--- config.mk ---
export PLATFORM = sky130hd
export DESIGN_NAME = mbgd_dot_prod_reduce
export DESIGN_NICKNAME = d
export VERILOG_FILES = /design/src/rtl/mbgd_pkg.sv /design/src/rtl/mbgd_add_tree.sv /design/src/rtl/mbgd_dot_prod_reduce.sv
export SDC_FILE = /design/constraint.sdc
export NUM_CORES = 1
export LEC_CHECK = 0
export BUFFER_PORTS_ARGS = -buffer_cell sky130_fd_sc_hd__clkbuf_2
export CORE_MARGIN = 2
export CORE_UTILIZATION = 55
export DETAILED_ROUTE_END_ITERATION = 16
export HOLD_SLACK_MARGIN = 0.06
export PLACE_DENSITY_LB_ADDON = 0.08
export SKIP_LAST_GASP = 1
export SYNTH_ARGS = -nofsm -noshare
export SYNTH_HDL_FRONTEND = slang
export SYNTH_SLANG_ARGS = --single-unit
export TNS_END_PERCENT = 30
--- constraint.sdc ---
create_clock -name clk -period 5.44 [get_ports clk]
set_clock_uncertainty 0.2 [all_clocks]
set_input_delay 0.272 -clock clk [delete_from_list [all_inputs] [get_ports clk]]
set_output_delay 0.272 -clock clk [all_outputs]
set_load 0.05 [all_outputs]
--- src/rtl/mbgd_pkg.sv ---
// Shared constants, FSM state type and stage-width helper for the MBGD dot-product reducer.
// Optional build macro MBGD_REDUCE_SIGNED_EN switches operands to two's-complement.
package mbgd_pkg;
    localparam int N         = 8;
    localparam int N_bit     = 3;
    localparam int DW        = 8;
    localparam int BEATS     = 4;
    localparam int BEATS_BIT = 2;
    localparam int ACC_W     = 2*DW + N_bit + BEATS_BIT;

`ifdef MBGD_REDUCE_SIGNED_EN
    localparam bit SIGNED_EN = 1'b1;
`else
    localparam bit SIGNED_EN = 1'b0;
`endif

    typedef enum logic {IDLE, ACCUM} state_e;

    // Width of adder-tree stage k (stage 0 is the raw product).
    function automatic int stage_w(input int k);
        return 2*DW + k;
    endfunction
endpackage

--- src/rtl/mbgd_add_tree.sv ---
// Pipelined N-input adder tree: N_bit register stages, each one bit wider than the last,
// all stages and their valid bits advancing together on adv.
module mbgd_add_tree
    import mbgd_pkg::*;
(
    input  logic                        clk,
    input  logic                        reset,
    input  logic                        adv,
    input  logic                        in_vld,
    input  logic [2*DW*N-1:0]           products,
    output logic                        out_vld,
    output logic [stage_w(N_bit)-1:0]   out_sum
);
    logic [N_bit:0] vld_pipe;
    logic [N_bit:1] vld_pipe_q, vld_pipe_d;

    assign vld_pipe = {vld_pipe_q, in_vld};

    always_comb begin
        vld_pipe_d = vld_pipe_q;
        if (adv) vld_pipe_d = vld_pipe[N_bit-1:0];
    end

    always_ff @(posedge clk) begin
        if (reset) vld_pipe_q <= '0;
        else       vld_pipe_q <= vld_pipe_d;
    end

    for (genvar k = 1; k <= N_bit; k++) begin : g_stg
        localparam int W = stage_w(k);
        localparam int M = N >> k;

        logic [M-1:0][W-1:0]   sum_q, sum_d;
        logic [2*M-1:0][W-2:0] src;

        if (k == 1) begin : g_src
            assign src = products;
        end else begin : g_src
            assign src = g_stg[k-1].sum_q;
        end

        // Extension bit is the operand MSB in the signed build, zero otherwise.
        always_comb begin
            sum_d = sum_q;
            if (adv) begin
                for (int j = 0; j < M; j++) begin
                    sum_d[j] = {SIGNED_EN & src[2*j][W-2],   src[2*j]}
                             + {SIGNED_EN & src[2*j+1][W-2], src[2*j+1]};
                end
            end
        end

        always_ff @(posedge clk) begin
            if (reset) sum_q <= '0;
            else       sum_q <= sum_d;
        end
    end

    assign out_vld = vld_pipe[N_bit];
    assign out_sum = g_stg[N_bit].sum_q[0];
endmodule

--- src/rtl/mbgd_dot_prod_reduce.sv ---
// MBGD dot-product reducer: adder tree per beat, BEATS-beat accumulator FSM, valid/ready result.
// Build with MBGD_REDUCE_SIGNED_EN defined for signed products (port list unchanged).
module mbgd_dot_prod_reduce
    import mbgd_pkg::*;
(
    input  logic                  clk,
    input  logic                  reset,
    input  logic                  in_valid,
    output logic                  in_ready,
    input  logic [2*DW*N-1:0]     products,
    output logic                  out_valid,
    input  logic                  out_ready,
    output logic [ACC_W-1:0]      dot_sum,
    output logic [BEATS_BIT-1:0]  beat_idx
);
    localparam int TW = stage_w(N_bit);

    logic                 adv;
    logic                 tree_vld;
    logic [TW-1:0]        tree_sum;
    logic [ACC_W-1:0]     tree_ext;

    state_e               state_q, state_d;
    logic [ACC_W-1:0]     acc_q, acc_d;
    logic [ACC_W-1:0]     dot_sum_q, dot_sum_d;
    logic                 out_valid_q, out_valid_d;
    logic [BEATS_BIT-1:0] beat_idx_q, beat_idx_d;

    // One enable stalls the whole pipe while a finished result waits for the consumer.
    assign adv      = !out_valid_q || out_ready;
    assign in_ready = adv;

    mbgd_add_tree u_tree (
        .clk      (clk),
        .reset    (reset),
        .adv      (adv),
        .in_vld   (in_valid),
        .products (products),
        .out_vld  (tree_vld),
        .out_sum  (tree_sum)
    );

    assign tree_ext = {{(ACC_W-TW){SIGNED_EN & tree_sum[TW-1]}}, tree_sum};

    always_comb begin
        state_d     = state_q;
        acc_d       = acc_q;
        dot_sum_d   = dot_sum_q;
        out_valid_d = out_valid_q;
        beat_idx_d  = beat_idx_q;
        if (adv) begin
            // Any held result is transferred on this edge; a new one may replace it below.
            out_valid_d = 1'b0;
            if (tree_vld) begin
                if (beat_idx_q == BEATS_BIT'(BEATS-1)) begin
                    dot_sum_d   = acc_q + tree_ext;
                    out_valid_d = 1'b1;
                    acc_d       = '0;
                    beat_idx_d  = '0;
                    state_d     = IDLE;
                end else if (state_q == IDLE) begin
                    acc_d      = tree_ext;
                    beat_idx_d = BEATS_BIT'(1);
                    state_d    = ACCUM;
                end else begin
                    acc_d      = acc_q + tree_ext;
                    beat_idx_d = beat_idx_q + 1'b1;
                end
            end
        end
    end

    always_ff @(posedge clk) begin
        if (reset) begin
            state_q     <= IDLE;
            acc_q       <= '0;
            dot_sum_q   <= '0;
            out_valid_q <= 1'b0;
            beat_idx_q  <= '0;
        end else begin
            state_q     <= state_d;
            acc_q       <= acc_d;
            dot_sum_q   <= dot_sum_d;
            out_valid_q <= out_valid_d;
            beat_idx_q  <= beat_idx_d;
        end
    end

    assign out_valid = out_valid_q;
    assign dot_sum   = dot_sum_q;
    assign beat_idx  = beat_idx_q;
endmodule

== Yosys cells after proc, flatten, opt, wreduce, memory -nomap -nowiden ==
Cells that the tools add are included.
Operators by class
  $add $sub $neg: 9
  eq/ne operators: 1
  mux-type cells: 7
  reductions and logical operators: 4
Operators by type and width (count)
  adder 16 x 16 -> 17 bit: 4
  2-to-1 mux 21 bit: 2
  adder 17 x 17 -> 18 bit: 2
  adder 21 x 19 -> 21 bit: 1
  adder 18 x 18 -> 19 bit: 1
  2-to-1 mux 2 bit: 2
  2-to-1 mux 1 bit: 3
  AND reduction 3 bit: 1
  adder 2 x 1 -> 2 bit (second input constant): 1
  equality test 2 bit (second input constant): 1
  AND reduction 2 bit: 1
  logical NOT 1 bit: 1
  logical OR 1 bit: 1
Storage, ports and cells
  register bits after elaboration: 172
  bits of input ports: 132
  output and inout port bits: 25
  logic and storage cells: 34

== Logic depth before layout (Yosys ltp) ==
  depth in word-level cells: 3
  gate-level depth with buffers: 11
  gate-level depth less buffers: 11

== Hierarchy ==
A second synthesis with hierarchy kept.
Unflattened totals
  cell total of the unflattened synthesis: 1390
  area, all modules: 11812.6 um^2
Modules (own cells, without submodules)
  mbgd_add_tree: times used 1, cells an instance 1088, area each 9186.3 um^2, sequential area each 2522.4 um^2
  mbgd_dot_prod_reduce: times used 1, cells an instance 302, area each 2626.3 um^2, sequential area each 920.9 um^2

== Worst setup path after synthesis ==
Ideal clock, no wire load.
  kind: flip-flop to flip-flop
  start point: reg u_tree.g_stg[2].sum_q[0] (netlist bit)
  end point: reg u_tree.g_stg[3].sum_q, in the netlist u_tree.out_sum[18]
  library setup time: 132 ps
  data arrival time: 2419 ps
  data required time: 5108 ps
  setup slack: 2689 ps
  stages on the path, launching flop included: 11
  path buffers: 0
  period minus slack after synthesis: 2751 ps
  path through: dfxtp_1 > ha_1 > fa_1 > a211o_1 > o211ai_1 > a211oi_1 > o31ai_2 > a21oi_1 > a21o_1 > a2111oi_2 > nor3_1
On the way
  longest elaborated chain between the ends: 1
Ends and longest elaborated chain
  from (decl): line mbgd_add_tree.sv:33  | logic [M-1:0][W-1:0] sum_q, sum_d;
  from (signal assigned): line mbgd_add_tree.sv:55  | else sum_q <= sum_d;
  adder 18 x 18 -> 19 bit: line mbgd_add_tree.sv:48  | + {SIGNED_EN & src[2*j+1][W-2], src[2*j+1]};
  to (signal assigned): line mbgd_add_tree.sv:55
  to (decl): line mbgd_add_tree.sv:33
No other way between the ends.
A chain may end at the register's enable or synchronous reset.

== Final worst setup path ==
  start point: in products[112]
  end point: reg u_tree.g_stg[1].sum_q[67] (netlist bit)
On the way
  longest elaborated chain between the ends: 1
Ends and longest elaborated chain
  from (decl): line mbgd_dot_prod_reduce.sv:10  | input logic [2*DW*N-1:0] products,
  adder 16 x 16 -> 17 bit: line mbgd_add_tree.sv:48
  to (signal assigned): line mbgd_add_tree.sv:55
  to (decl): line mbgd_add_tree.sv:33
No other way between the ends.

==> summary.md <==
| Metric | Value |
|---|---|
| Syn-to-layout area delta | `13.66%` |
| Total chip power | `3.989 mW` |
| Tmin final | `3.271 ns` |
| RSZ-0062 raised after global routing | `false` |
| Drt drc | `0` |
| Utilization after layout | `63.44%` |
| Global-route wire length before repair | `45.55 mm` |
| Synth area leader | `dfxtp_1` |
| WHS | `0.08182 ns` |
| Drt pass-1 iters | `5` |
| Worst slew pin tran | `0.8134 ns` |
| Root Driver | `clkbuf_16` |
| Fmax | `305.8 MHz` |
| Syn nets | `1719` |
| Share of layout cells above drive strength 1 | `13.92%` |
| Gate Count Post-Synth | `1443` |
| Post-synth cell types | `67` |
| Core area | `20960 sq um` |
| Most common cell after layout, fill and taps aside | `nand2_1` |
| Delay-heaviest family, CP | `compound AO/OA/AOI/OAI gates` |
| Vias per std cell | `5.684` |
| GRT Total Usage | `24.55%` |
| Cell Chain, Critical Path | `dlygate4sd3_1 -> clkbuf_2 -> ha_1 -> fa_1 -> a21oi_1 -> o21ai_0 -> a21oi_1 -> o21ai_1 -> a41o_1 -> a21o_1 -> a2111oi_0 -> nor4_1` |
| Synth top area cells | `dfxtp_1 29%, ha_1 15%, a21oi_1 7.7%, nand2_1 7.4%, xnor2_1 4.3%` |
| Max-Cap Viols | `0` |
| Async SR Flop Fraction | `0%` |
| ANT nets after route | `0` |
| Iter 0 DRT Violations | `532` |
| CP required | `5.53 ns` |
| Final max-slew violation count | `0` |
| Post-synthesis sequential area ratio | `29.44%` |
| Setup TNS | `0 ns` |
| Largest net degree at the start of global routing | `77` |
| Final period util | `60.12%` |
| CTS Sinks | `172` |
| CTS clk-pin slew, worst paths | `0.06 ns` |
| Hold Fails Final Rpt | `0` |
| Worst hold-check path type | `primary input to flop` |
| R2R Setup Slk | `2.31 ns` |
| CP arrival | `3.36 ns` |
| Peak VDD IR | `0.0001557 V` |
| Setup WS pre-CTS | `2.272 ns` |
| Top_reg_cell synth | `dfxtp_1` |
| Critical setup path kind | `primary input to flop` |
| IO Count | `157` |
| RD Place Congestion | `0.8496` |
| Number of placed instances, taps included | `1825` |
| Hpwl dp | `20.69 mm` |
| Setup crit end kind | `flop` |
| Vias in the first global route | `9719` |
| Synth Register Bits | `172` |
| Fin area | `13290 sq um` |
| Core Rows | `53` |
| Clk buf depth | `2` |
| Final setup viols | `0` |
| P per Cell Area | `300.1 nW/um^2` |
| CTS tree | `yes` |
| Slack of the critical path | `2.169 ns` |
| Crit-path max cell delay | `0.53 ns` |
| LEAKAGE | `6.157 nW` |
| H-tree depth | `4` |
| CTS Buf Count | `17` |
| Status | `finished clean` |
| Routed vias | `10590` |
| Initial Util | `55.82%` |
| Drt total wl | `27.19 mm` |
| Initial antenna violation count | `0` |
| Syn Area/Cell | `8.105 sq um` |
| Dpl cell area | `12670 sq um` |
| CP Max Fanout | `3` |
| Yosys top cell area share | `29.44%` |
| Die Area | `22450 sq um` |
| Startpoint types | `primary input` |
| Diodes inserted | `0` |
| Most used cell, CP | `a21oi_1` |
| Routed length per instance | `14.59 microns` |
| Post-Syn Area | `11700 sq um` |
| Clk Latency, worst-skew pair | `0.44 ns` |
| Die height | `149.8 microns` |
| I/O Buffers | `156` |
| Fin cells | `1863` |
| Crit-path slowest cell | `dlygate4sd3_1` |
| Worst Path Buf+Inv | `2` |
| Synth warn | `0` |
| Final nets | `1851` |
| Most frequent cells in the layout | `232 x nand2_1, 180 x a21oi_1, 172 x dfxtp_1` |
| GRT overflow | `0` |
| Relative slew slack | `45.57%` |
| Post-synth EDFFs | `0` |
| Die width | `149.8 microns` |
==> state kept, by name, indices dropped and copies added (netlist names) <==
name                cells
out_valid               1
beat_idx                2
u_tree.vld_pipe_q       3
acc_q                  21
u_tree.g_stg.sum_q    104
dot_sum                21
state_q                 1
u_tree.out_sum         19
==> worst reg2reg max path, stage by stage, from the launching register on <==
cell and delay [ns]:
dfxtp_1 0.33, nor2b_4 0.56, clkinv_2 0.14, nand2_1 0.57
nor2_1 0.29, nand3b_1 0.46, nor2_1 0.11, a221oi_1 0.21
o21ai_0 0.12
==> final timing paths <==
| path | from | endpoint | cells after the start |
|---|---|---|---|
| hold reg to reg | dot_sum[19] | dot_sum[19] | 2 |
| setup reg to reg | out_valid | acc_q[12] | 8 |
| hold / removal | products[64] | u_tree.g_stg[1].sum_q[34] | 4 |
| setup / recovery | products[112] | u_tree.g_stg[1].sum_q[67] | 12 |
==> repair_timing <==
item / in CTS / in global routing
hold buffers: 6 / 0
resized for setup: 0 / 0
endpoints found under the setup margin: 0 / 0
setup buffers: 0 / 0
endpoints found under the hold margin: 10 / 0
==> cell families (layout without fill, tap and decap cells) <==
logic type,after synthesis,after routing,share of synthesized area [%]
and+or+nand+nor,438,438,16.29
buffers and inverters,83,228,2.706
DFF,172,172,29.44
AOI/OAI and AO/OA,498,498,27.39
adders and majority gates,144,144,15.92
muxes,10,10,0.9200
xor gates and xnor gates,98,98,7.338
==> power by group <==
group	internal (mW)	leakage [nW]	total [mW]	switching, mW
registers	1.42	1.42	1.54	0.120
clock network	0.643	0.266	1.16	0.515
logic	0.578	4.47	1.29	0.708
total	2.65	6.16	3.99	1.34
==> final cells by class <==
type,instances,area [sq um]
multi-input combinational,1188,7946
clock buffer,19,442.9
sequential,172,3443
clock inverter,13,118.9
tap,275,344.1
inverter,27,102.6
fill,1916,7661
timing repair buffer,169,895.9
==> metal layers <==
layer	up-vias	part of all wire, %	global-route usage (%)	wire length, microns
met4	0	2.0	7.547	555
met1	4822	49	33.47	13390
met3	42	3.4	3.110	915
met5	-	0	0	0
li1	5511	-	-	-
met2	214	45	40.53	12330
==> synth_stat cells (23+ instances only) <==
master	n
nand2_1	232
a21oi_1	180
dfxtp_1	172
ha_1	136
nor2_1	91
o21ai_0	87
xnor2_1	57
a21o_1	54
xor2_1	41
clkbuf_1	37
a211oi_1	31
inv_1	27
nor3_1	23
No activity file was read; power rests on OpenSTA's default activity.
